**src/rtl/konark_tohost_arbiter_if.sv**
```systemverilog
// Core request bus plus tohost mailbox bus for the Konark tohost arbiter.
interface konark_tohost_arbiter_if #(
  parameter int unsigned NrCores   = 4,
  parameter int unsigned DataWidth = 32
);
  localparam int unsigned CoreW = (NrCores > 1) ? $clog2(NrCores) : 1;

  logic [NrCores-1:0]           core_req_valid_i;
  logic [NrCores*DataWidth-1:0] core_req_data_i;
  logic [NrCores-1:0]           core_req_ready_o;
  logic                         tohost_valid_o;
  logic [DataWidth-1:0]         tohost_data_o;
  logic [CoreW-1:0]             tohost_core_o;
  logic                         tohost_ack_i;

  // Cores and host side
  modport master (
    output core_req_valid_i, core_req_data_i, tohost_ack_i,
    input  core_req_ready_o, tohost_valid_o, tohost_data_o, tohost_core_o
  );

  // Arbiter side
  modport slave (
    input  core_req_valid_i, core_req_data_i, tohost_ack_i,
    output core_req_ready_o, tohost_valid_o, tohost_data_o, tohost_core_o
  );
endinterface

```
**src/rtl/konark_tohost_arbiter.sv**
```systemverilog
// Round-robin arbiter for the shared tohost mailbox with exit detection and drain window.
module konark_tohost_arbiter #(
  parameter int unsigned NrCores     = 4,
  parameter int unsigned DataWidth   = 32,
  parameter int unsigned DrainCycles = 200
) (
  input  logic                     clk_i,
  input  logic                     rst_ni,
  konark_tohost_arbiter_if.slave   bus,
  output logic                     exit_o,
  output logic [DataWidth-2:0]     exit_code_o,
  output logic                     busy_o
);
  localparam int unsigned CoreW = (NrCores > 1) ? $clog2(NrCores) : 1;
  localparam int unsigned CntW  = (DrainCycles > 1) ? $clog2(DrainCycles) : 1;

  localparam logic [1:0] IDLE   = 2'd0;
  localparam logic [1:0] POST   = 2'd1;
  localparam logic [1:0] DRAIN  = 2'd2;
  localparam logic [1:0] EXITED = 2'd3;

  logic [1:0]           state_q, state_d;
  logic [CoreW-1:0]     rr_ptr_q, rr_ptr_d;
  logic [CntW-1:0]      cnt_q, cnt_d;
  logic [DataWidth-1:0] data_q, data_d;
  logic [CoreW-1:0]     core_q, core_d;
  logic [DataWidth-2:0] code_q, code_d;
  logic                 exit_q, exit_d;

  logic                 gnt_found;
  logic [CoreW-1:0]     gnt_idx;
  logic [CoreW-1:0]     cand;

  // First requester at or after rr_ptr, wrapping modulo NrCores
  always_comb begin
    gnt_found = 1'b0;
    gnt_idx   = '0;
    cand      = '0;
    for (int unsigned i = 0; i < NrCores; i++) begin
      cand = CoreW'((32'(rr_ptr_q) + i) % NrCores);
      if (!gnt_found && bus.core_req_valid_i[cand]) begin
        gnt_found = 1'b1;
        gnt_idx   = cand;
      end
    end
  end

  // Next-state logic and the combinational per-core accept
  always_comb begin
    state_d              = state_q;
    rr_ptr_d             = rr_ptr_q;
    cnt_d                = cnt_q;
    data_d               = data_q;
    core_d               = core_q;
    code_d               = code_q;
    exit_d               = exit_q | (state_q == EXITED);
    bus.core_req_ready_o = '0;
    case (state_q)
      IDLE: begin
        if (gnt_found) begin
          bus.core_req_ready_o[gnt_idx] = 1'b1;
          data_d  = bus.core_req_data_i[32'(gnt_idx)*DataWidth +: DataWidth];
          core_d  = gnt_idx;
          state_d = POST;
        end
      end
      POST: begin
        if (bus.tohost_ack_i) begin
          rr_ptr_d = CoreW'((32'(core_q) + 1) % NrCores);
          if (data_q[0]) begin
            code_d  = data_q[DataWidth-1:1];
            cnt_d   = '0;
            state_d = DRAIN;
          end else begin
            state_d = IDLE;
          end
        end
      end
      DRAIN: begin
        cnt_d = cnt_q + CntW'(1);
        if (cnt_q == CntW'(DrainCycles - 1)) begin
          state_d = EXITED;
        end
      end
      default: ;
    endcase
  end

  // State and datapath registers
  always_ff @(posedge clk_i or negedge rst_ni) begin
    if (!rst_ni) begin
      state_q  <= IDLE;
      rr_ptr_q <= '0;
      cnt_q    <= '0;
      data_q   <= '0;
      core_q   <= '0;
      code_q   <= '0;
      exit_q   <= 1'b0;
    end else begin
      state_q  <= state_d;
      rr_ptr_q <= rr_ptr_d;
      cnt_q    <= cnt_d;
      data_q   <= data_d;
      core_q   <= core_d;
      code_q   <= code_d;
      exit_q   <= exit_d;
    end
  end

  assign bus.tohost_valid_o = (state_q == POST);
  assign bus.tohost_data_o  = data_q;
  assign bus.tohost_core_o  = core_q;
  assign exit_o             = exit_q;
  assign exit_code_o        = code_q;
  assign busy_o             = (state_q != IDLE);
endmodule
```
**src/flat_wrapper.sv**
```systemverilog
// flat-port wrapper written by rule: the top's interface ports become plain ports
module konark_tohost_arbiter_flat 
#(
  parameter int unsigned NrCores     = 4,
  parameter int unsigned DataWidth   = 32,
  parameter int unsigned DrainCycles = 200
)
  (clk_i, rst_ni, exit_o, exit_code_o, busy_o, bus_core_req_valid_i, bus_core_req_data_i, bus_tohost_ack_i, bus_core_req_ready_o, bus_tohost_valid_o, bus_tohost_data_o, bus_tohost_core_o);
  konark_tohost_arbiter_if #(.NrCores(NrCores), .DataWidth(DataWidth)) bus_i ();
  input  logic clk_i;
  input  logic rst_ni;
  output logic exit_o;
  output logic [DataWidth-2:0] exit_code_o;
  output logic busy_o;
  input wire logic [$bits(bus_i.core_req_valid_i)-1:0] bus_core_req_valid_i;
  input wire logic [$bits(bus_i.core_req_data_i)-1:0] bus_core_req_data_i;
  input wire logic [$bits(bus_i.tohost_ack_i)-1:0] bus_tohost_ack_i;
  output wire logic [$bits(bus_i.core_req_ready_o)-1:0] bus_core_req_ready_o;
  output wire logic [$bits(bus_i.tohost_valid_o)-1:0] bus_tohost_valid_o;
  output wire logic [$bits(bus_i.tohost_data_o)-1:0] bus_tohost_data_o;
  output wire logic [$bits(bus_i.tohost_core_o)-1:0] bus_tohost_core_o;
  assign bus_i.core_req_valid_i = bus_core_req_valid_i;
  assign bus_i.core_req_data_i = bus_core_req_data_i;
  assign bus_i.tohost_ack_i = bus_tohost_ack_i;
  assign bus_core_req_ready_o = bus_i.core_req_ready_o;
  assign bus_tohost_valid_o = bus_i.tohost_valid_o;
  assign bus_tohost_data_o = bus_i.tohost_data_o;
  assign bus_tohost_core_o = bus_i.tohost_core_o;
  konark_tohost_arbiter #(.NrCores(NrCores), .DataWidth(DataWidth), .DrainCycles(DrainCycles)) u_core (.clk_i(clk_i), .rst_ni(rst_ni), .bus(bus_i), .exit_o(exit_o), .exit_code_o(exit_code_o), .busy_o(busy_o));
endmodule
```
**config.mk**
```make
export PLATFORM = sky130hd
export DESIGN_NAME = konark_tohost_arbiter_flat
export DESIGN_NICKNAME = d
export VERILOG_FILES = /design/src/rtl/konark_tohost_arbiter_if.sv /design/src/rtl/konark_tohost_arbiter.sv /design/src/flat_wrapper.sv
export SDC_FILE = /design/constraint.sdc
export NUM_CORES = 1
export LEC_CHECK = 0
export ABC_CLOCK_PERIOD_IN_PS = 1930
export CORE_UTILIZATION = 40
export CTS_CLUSTER_SIZE = 25
export DETAILED_ROUTE_END_ITERATION = 8
export PLACE_DENSITY = 0.89
export SYNTH_ARGS = -nofsm -noshare
export SYNTH_HDL_FRONTEND = slang
export SYNTH_SLANG_ARGS = --single-unit
```
**constraint.sdc**
```tcl
create_clock -name clk_i -period 1.93 [get_ports clk_i]
set_input_delay 0.2895 -clock clk_i [delete_from_list [all_inputs] [get_ports clk_i]]
set_output_delay 0.2895 -clock clk_i [all_outputs]
set_load 0.02 [all_outputs]
```
# Word level (Yosys, flattened, before mapping)

Cells that the tools add are included.

Bits in registers: 78
Bits in latches: 0
Memory bits (read-only): 0
Output and inout bits: 72
Memories kept: 0
Input port bits: 135
Bits in writable memories: 0

Shifts and indexed selects: 1
Divide/modulo/power cells: 0
Reduce and logical (&&, ||, !) cells: 16
Multiply operators: 0
Magnitude comparators: 6
Mux-type cells: 28
Eq/ne operators: 8
Add/sub/neg operators: 5
Bitwise gates (word level): 1

Operators with widths:

| operator                                                              | number |
|---|---|
| 128-bit by 8-bit variable part select with 32-bit output              | 1 |
| 2-bit 2-to-1 mux                                                      | 8 |
| 8-bit 2-to-1 mux                                                      | 2 |
| 8-bit one-hot mux with 2 select lines                                 | 1 |
| 2-bit by 3-bit < comparator with 1-bit output, second input constant  | 5 |
| 1-bit 2-to-1 mux                                                      | 9 |
| 8-bit by 1-bit adder with 8-bit output, second input constant         | 1 |
| 1-bit binary-select mux with 2-bit select                             | 4 |
| 8-bit equality test, second input constant                            | 1 |
| 4-bit 2-to-1 mux                                                      | 2 |
| 2-bit by 1-bit != test with 1-bit output, second input constant       | 3 |
| 2-bit one-hot mux with 3 select lines                                 | 1 |
| 3-bit AND reduction                                                   | 2 |
| 2-bit by 1-bit adder with 2-bit output, second input constant         | 2 |
| 2-bit adder, second input constant                                    | 2 |
| 2-bit equality test, second input constant                            | 2 |
| 1-bit logical AND                                                     | 4 |
| 2-bit AND reduction                                                   | 2 |
| 4-bit AND reduction                                                   | 1 |
| 2-bit nonzero test                                                    | 2 |
| 1-bit zero test                                                       | 3 |
| 3-bit nonzero test                                                    | 1 |
| 1-bit demux with 2-bit select                                         | 1 |
| 2-bit by 1-bit equality test with 1-bit output, second input constant | 1 |
| 4 further kinds                                                       | 4 |

# Longest topological paths before layout

Word-level depth: 18
Gate-level depth with buffers: 8
Gate-level depth less buffers: 7

# Worst setup path after synthesis

OpenSTA, ideal clock, no wires.

Path type: reg2out
Start point: reg u_core.state_q[0]
End point: out bus_core_req_ready_o[3]
Path buffers: 3
Setup slack: -0.024 ns
Data arrival time: 1.665 ns
Data required time: 1.640 ns
Cell stages (with the launch flop): 9
Cells stage by stage: dfrtp_1 -> inv_1 -> ha_1 -> nand2b_1 -> buf_2 -> or2_1 -> buf_4 -> buf_4 -> nor2_1

Cells in the longest elaborated chain, start to end: 2

RTL lines:

| element                | RTL line                     | source |
|---|---|---|
| start, declared        | konark_tohost_arbiter.sv:22  | `logic [1:0] state_q, state_d;` |
| start signal, assigned | konark_tohost_arbiter.sv:100 | `state_q <= state_d;` |
| 2-bit zero test        | konark_tohost_arbiter.sv:58  | `case (state_q)` |
| 4-bit 2-to-1 mux       | konark_tohost_arbiter.sv:58  |  |
| end, declared          | flat_wrapper.sv:18           | `output wire logic [$bits(bus_i.core_req_ready_o)-1:0] bus_core_req_ready_o;` |

No other way between the ends.

# Worst setup path in the final report

Start point: reg u_core.rr_ptr_q[0]
End point: out bus_core_req_ready_o[2]

Cells in the longest elaborated chain, start to end: 18
Elaborated cells on any way between the ends: 32
Those cells by class: add/sub: 3; order compare: 2; mux: 20; reduce/logical: 7

RTL lines:

| element                                                                                                | RTL line                     | source |
|---|---|---|
| start, declared                                                                                        | konark_tohost_arbiter.sv:23  | `logic [CoreW-1:0] rr_ptr_q, rr_ptr_d;` |
| start signal, assigned                                                                                 | konark_tohost_arbiter.sv:101 | `rr_ptr_q <= rr_ptr_d;` |
| parallel branches: the longest is 16 deep, another holds 2-bit by 3-bit < comparator with 1-bit output | n/a                          |  |
| 4-bit 2-to-1 mux (*)                                                                                   | konark_tohost_arbiter.sv:60  | `if (gnt_found) begin` |
| 4-bit 2-to-1 mux (*)                                                                                   | konark_tohost_arbiter.sv:58  |  |

Every way passes the cells marked *. The select of a mux whose other input is x is not followed.

==> reports/summary.txt <==
GR peak layer = met2
Die X = 103 µm
# fillers = 709
Post-DP HPWL = 9340 µm
Top FF cell, synth = dfrtp_1
Mux contribution to synthesized area = 0.246
Placed inst area = 6350 µm²
Final Cycle Share = 1.03
Setup slack at placement = -749 ps
Worst path slowest cell = dfrtp_1
Synthesized area per cell = 11.8 µm²
Vias in the first global route = 3881
Simple-Gate Fraction of Synth Area = 0.0838
Number of synthesized flops with an enable pin = 0
Layout Cells excl Fill = 709
Slew headroom = 0.664
Critical path, cell by cell = nor2b_2, buf_4, nor3_4, o22ai_4, buf_4, nor2b_1, buf_4
Most common cell after layout, fill and taps aside = clkdlybuf4s50_1
Clock slew seen by the registers of the worst setup and hold paths = 80 ps
Nets@finish = 712
Met2 usage = 0.455
Core area = 9820 µm²
Crit path required time = 1640 ps
CP Max Fanout = 4
FF+latch area = 1950 µm²
Critical path type = flip-flop to output port
Switching share of power = 0.403
Diodes inserted = 0
FF-to-FF Start = u_core.rr_ptr_q[0]
R2R Path End = u_core.bus.tohost_data_o[26]
Async SR Flop Fraction = 1.00
Clock sinks = 78
R2R Setup Slk = -50 ps
Clock group share of total power = 0.126
Die Y = 103 µm
Logic pwr share = 0.606
Final hold vios = 0
Clk Latency, worst-skew pair = 340 ps
PortBufs = 206
First-pass GRT wire length = 18800 µm
Initial core utilization = 0.413
GPL Wtd Cong = 0.783
Seq/Total Area, Yosys = 0.481
Max-cap violation count = 0
Pint = 6.45 mW
CTS tree = yes
Slowest Stage Delay on Critical Path = 410 ps
Crit end category = output port
Wire per inst = 19.4 µm
Max-slew violations = 0
Main combinational cell family by area after synthesis = multiplexers
Synthesis warning total = 0
Number of synthesized register bits = 78
Row count = 36
Finish-stage setup viols = 5
Total GRT Usage = 0.238
IO Pins = 207
Pwr dens = 1550 nW/µm²
Seq pwr share = 0.268
Library cells used by synthesis = 37
CTS Buf Count = 9
Worst Skew = 13.5 ps
Area grow syn2layout = 71.9%
Grt ovf = 0
Post-route antenna net violation count = 0
Xor-xnor portion of the synthesized cell area = 0.00863
Initial drt markers = 122
R2R depth = 9
Peak VDD IR = 0.000715 V
Sw power = 4.35 mW
Net Count, Synth = 486
Ratio of cells with drive above 1 in the final layout = 0.210
Die ar. = 10600 µm²
DR vias/cell = 5.29
CTS Root Cell = clkbuf_8
Leak = 3.07 nW
RSZ-0062 raised after global routing = true
Setup TNS = -234 ps
Initial antenna violation count = 0
Vias = 3750
Design Power = 10.8 mW
H-tree depth = 3
Synth Area in Adders = 0.0185
Met1 Use GR = 0.249
Max clock buf depth = 2
Fmax = 501 MHz
Most frequent CP cell = buf_4
Hold WC Path Type = primary input to async pin
Grt met3 use = 0.0563
Placed cells = 681
Setup crit start kind = flip-flop
Most frequent cells in the layout = 196 x clkdlybuf4s50_1, 78 x dfrtp_1, 52 x mux2i_1
Final wirelength = 13800 µm
Largest net degree at the start of global routing = 44
DRC = 0
Synthesized cell area = 4060 µm²
Post-synthesis compound-gate area fraction = 0.118
Status = finished with violations
Slew @ Worst Pin = 504 ps
Cell area after layout = 6980 µm²
Final min period = 2000 ps
WP data arrival = 1710 ps
Failing checks = negative setup slack
Multi-input logic area = 2140 µm²
Gate Count Post-Synth = 345
Pre-Repair DR Iteration Count = 4
Final setup margin = -66.2 ps
cells in the mapped netlist (all sizes together) (3+ instances only):
library cell  instances  area share
a22o                  3      0.0065
buf                  18       0.033
clkbuf                6      0.0055
dfrtp                78        0.48
ha                    6       0.018
inv                   6      0.0055
mux2                 31       0.086
mux2i                65        0.16
nand2                50       0.046
nand2b                4      0.0062
nand3                 6      0.0074
nor2                  8      0.0074
nor2b                 4      0.0062
o21ai                 7      0.0086
o221ai               32       0.084
worst max-delay path, delay by kind of cell, from the launching register on:
kind            cells  cell delay [ps]
simple gates        3              390
compound gates      1              100
buf+inv             3              450
flops               1              410
cells by family after synthesis:
group | after synthesis
AND/OR/NAND/NOR | 79
flip-flops | 78
XOR/XNOR | 4
AO/OA/AOI/OAI | 52
multiplexers | 96
buffers and inverters | 30
adder cells (fa/ha/maj) | 6
per-layer routing:
metal | up-vias | part of all wire
met5 | - | 0
met4 | 0 | 0.020
met3 | 22 | 0.069
met2 | 162 | 0.54
met1 | 1844 | 0.37
li1 | 1722 | -
power groups by stage:
| stage | Sequential, mW | Combinational, mW | Clock, mW |
|---|---|---|---|
| finish | 2.89 | 6.54 | 1.36 |
| global route | 2.99 | 6.90 | 1.46 |
| CTS | 2.89 | 6.07 | 1.39 |
| detailed placement | 2.91 | 5.82 | 0 |
| global placement | 2.85 | 5.65 | 0 |
| floorplan | 3.64 | 2.52 | 0 |
flip-flops by register name, summed over array words and instances, names as in the netlist:
register and cells:
u_core.state_q 2, u_core.exit_o 1, u_core.exit_code_o 31, u_core.rr_ptr_q 2
u_core.bus.tohost_data_o 32, u_core.bus.tohost_core_o 2, u_core.cnt_q 8
per-stage QoR:
stage / hold slack (ps) / utilization
2_1_floorplan: -6.09 / -
5_1_grt: 504 / 0.711
3_5_place_dp: 286 / 0.647
3_3_place_gp: 272 / 0.647
4_1_cts: 472 / 0.684
6_report: 482 / 0.711
timing repair:
item                                    4_1_cts  5_1_grt
setup buffers                                 5        2
endpoints found under the setup margin       37       40
hold buffers                                  1        0
pin swaps                                     1        5
gates cloned                                  1        4
endpoints found under the hold margin        35        0
gates resized for setup                      44       29
worst max-delay path by stage:
stage / endpoint / startpoint / slack [ps]
5_1_grt: u_core.bus.tohost_data_o[26] / u_core.rr_ptr_q[0] / -140
3_3_place_gp: bus_core_req_ready_o[1] / bus_core_req_valid_i[1] / -630
3_5_place_dp: bus_core_req_ready_o[1] / bus_core_req_valid_i[0] / -750
4_1_cts: bus_core_req_ready_o[2] / u_core.rr_ptr_q[1] / -70
2_1_floorplan: bus_core_req_ready_o[1] / u_core.state_q[0] / 50
6_report: bus_core_req_ready_o[2] / u_core.rr_ptr_q[0] / -70
area by class of cell:
| cell class | count | share of cell area |
|---|---|---|
| clock buffer | 11 | 0.0203 |
| timing repair buffer | 239 | 0.354 |
| clock inverter | 5 | 0.0118 |
| sequential | 78 | 0.280 |
| inverter | 6 | 0.00323 |
| tap | 133 | 0.0238 |
| multi-input combinational | 237 | 0.307 |
Note: power is estimated with default switching activity, not from simulation.
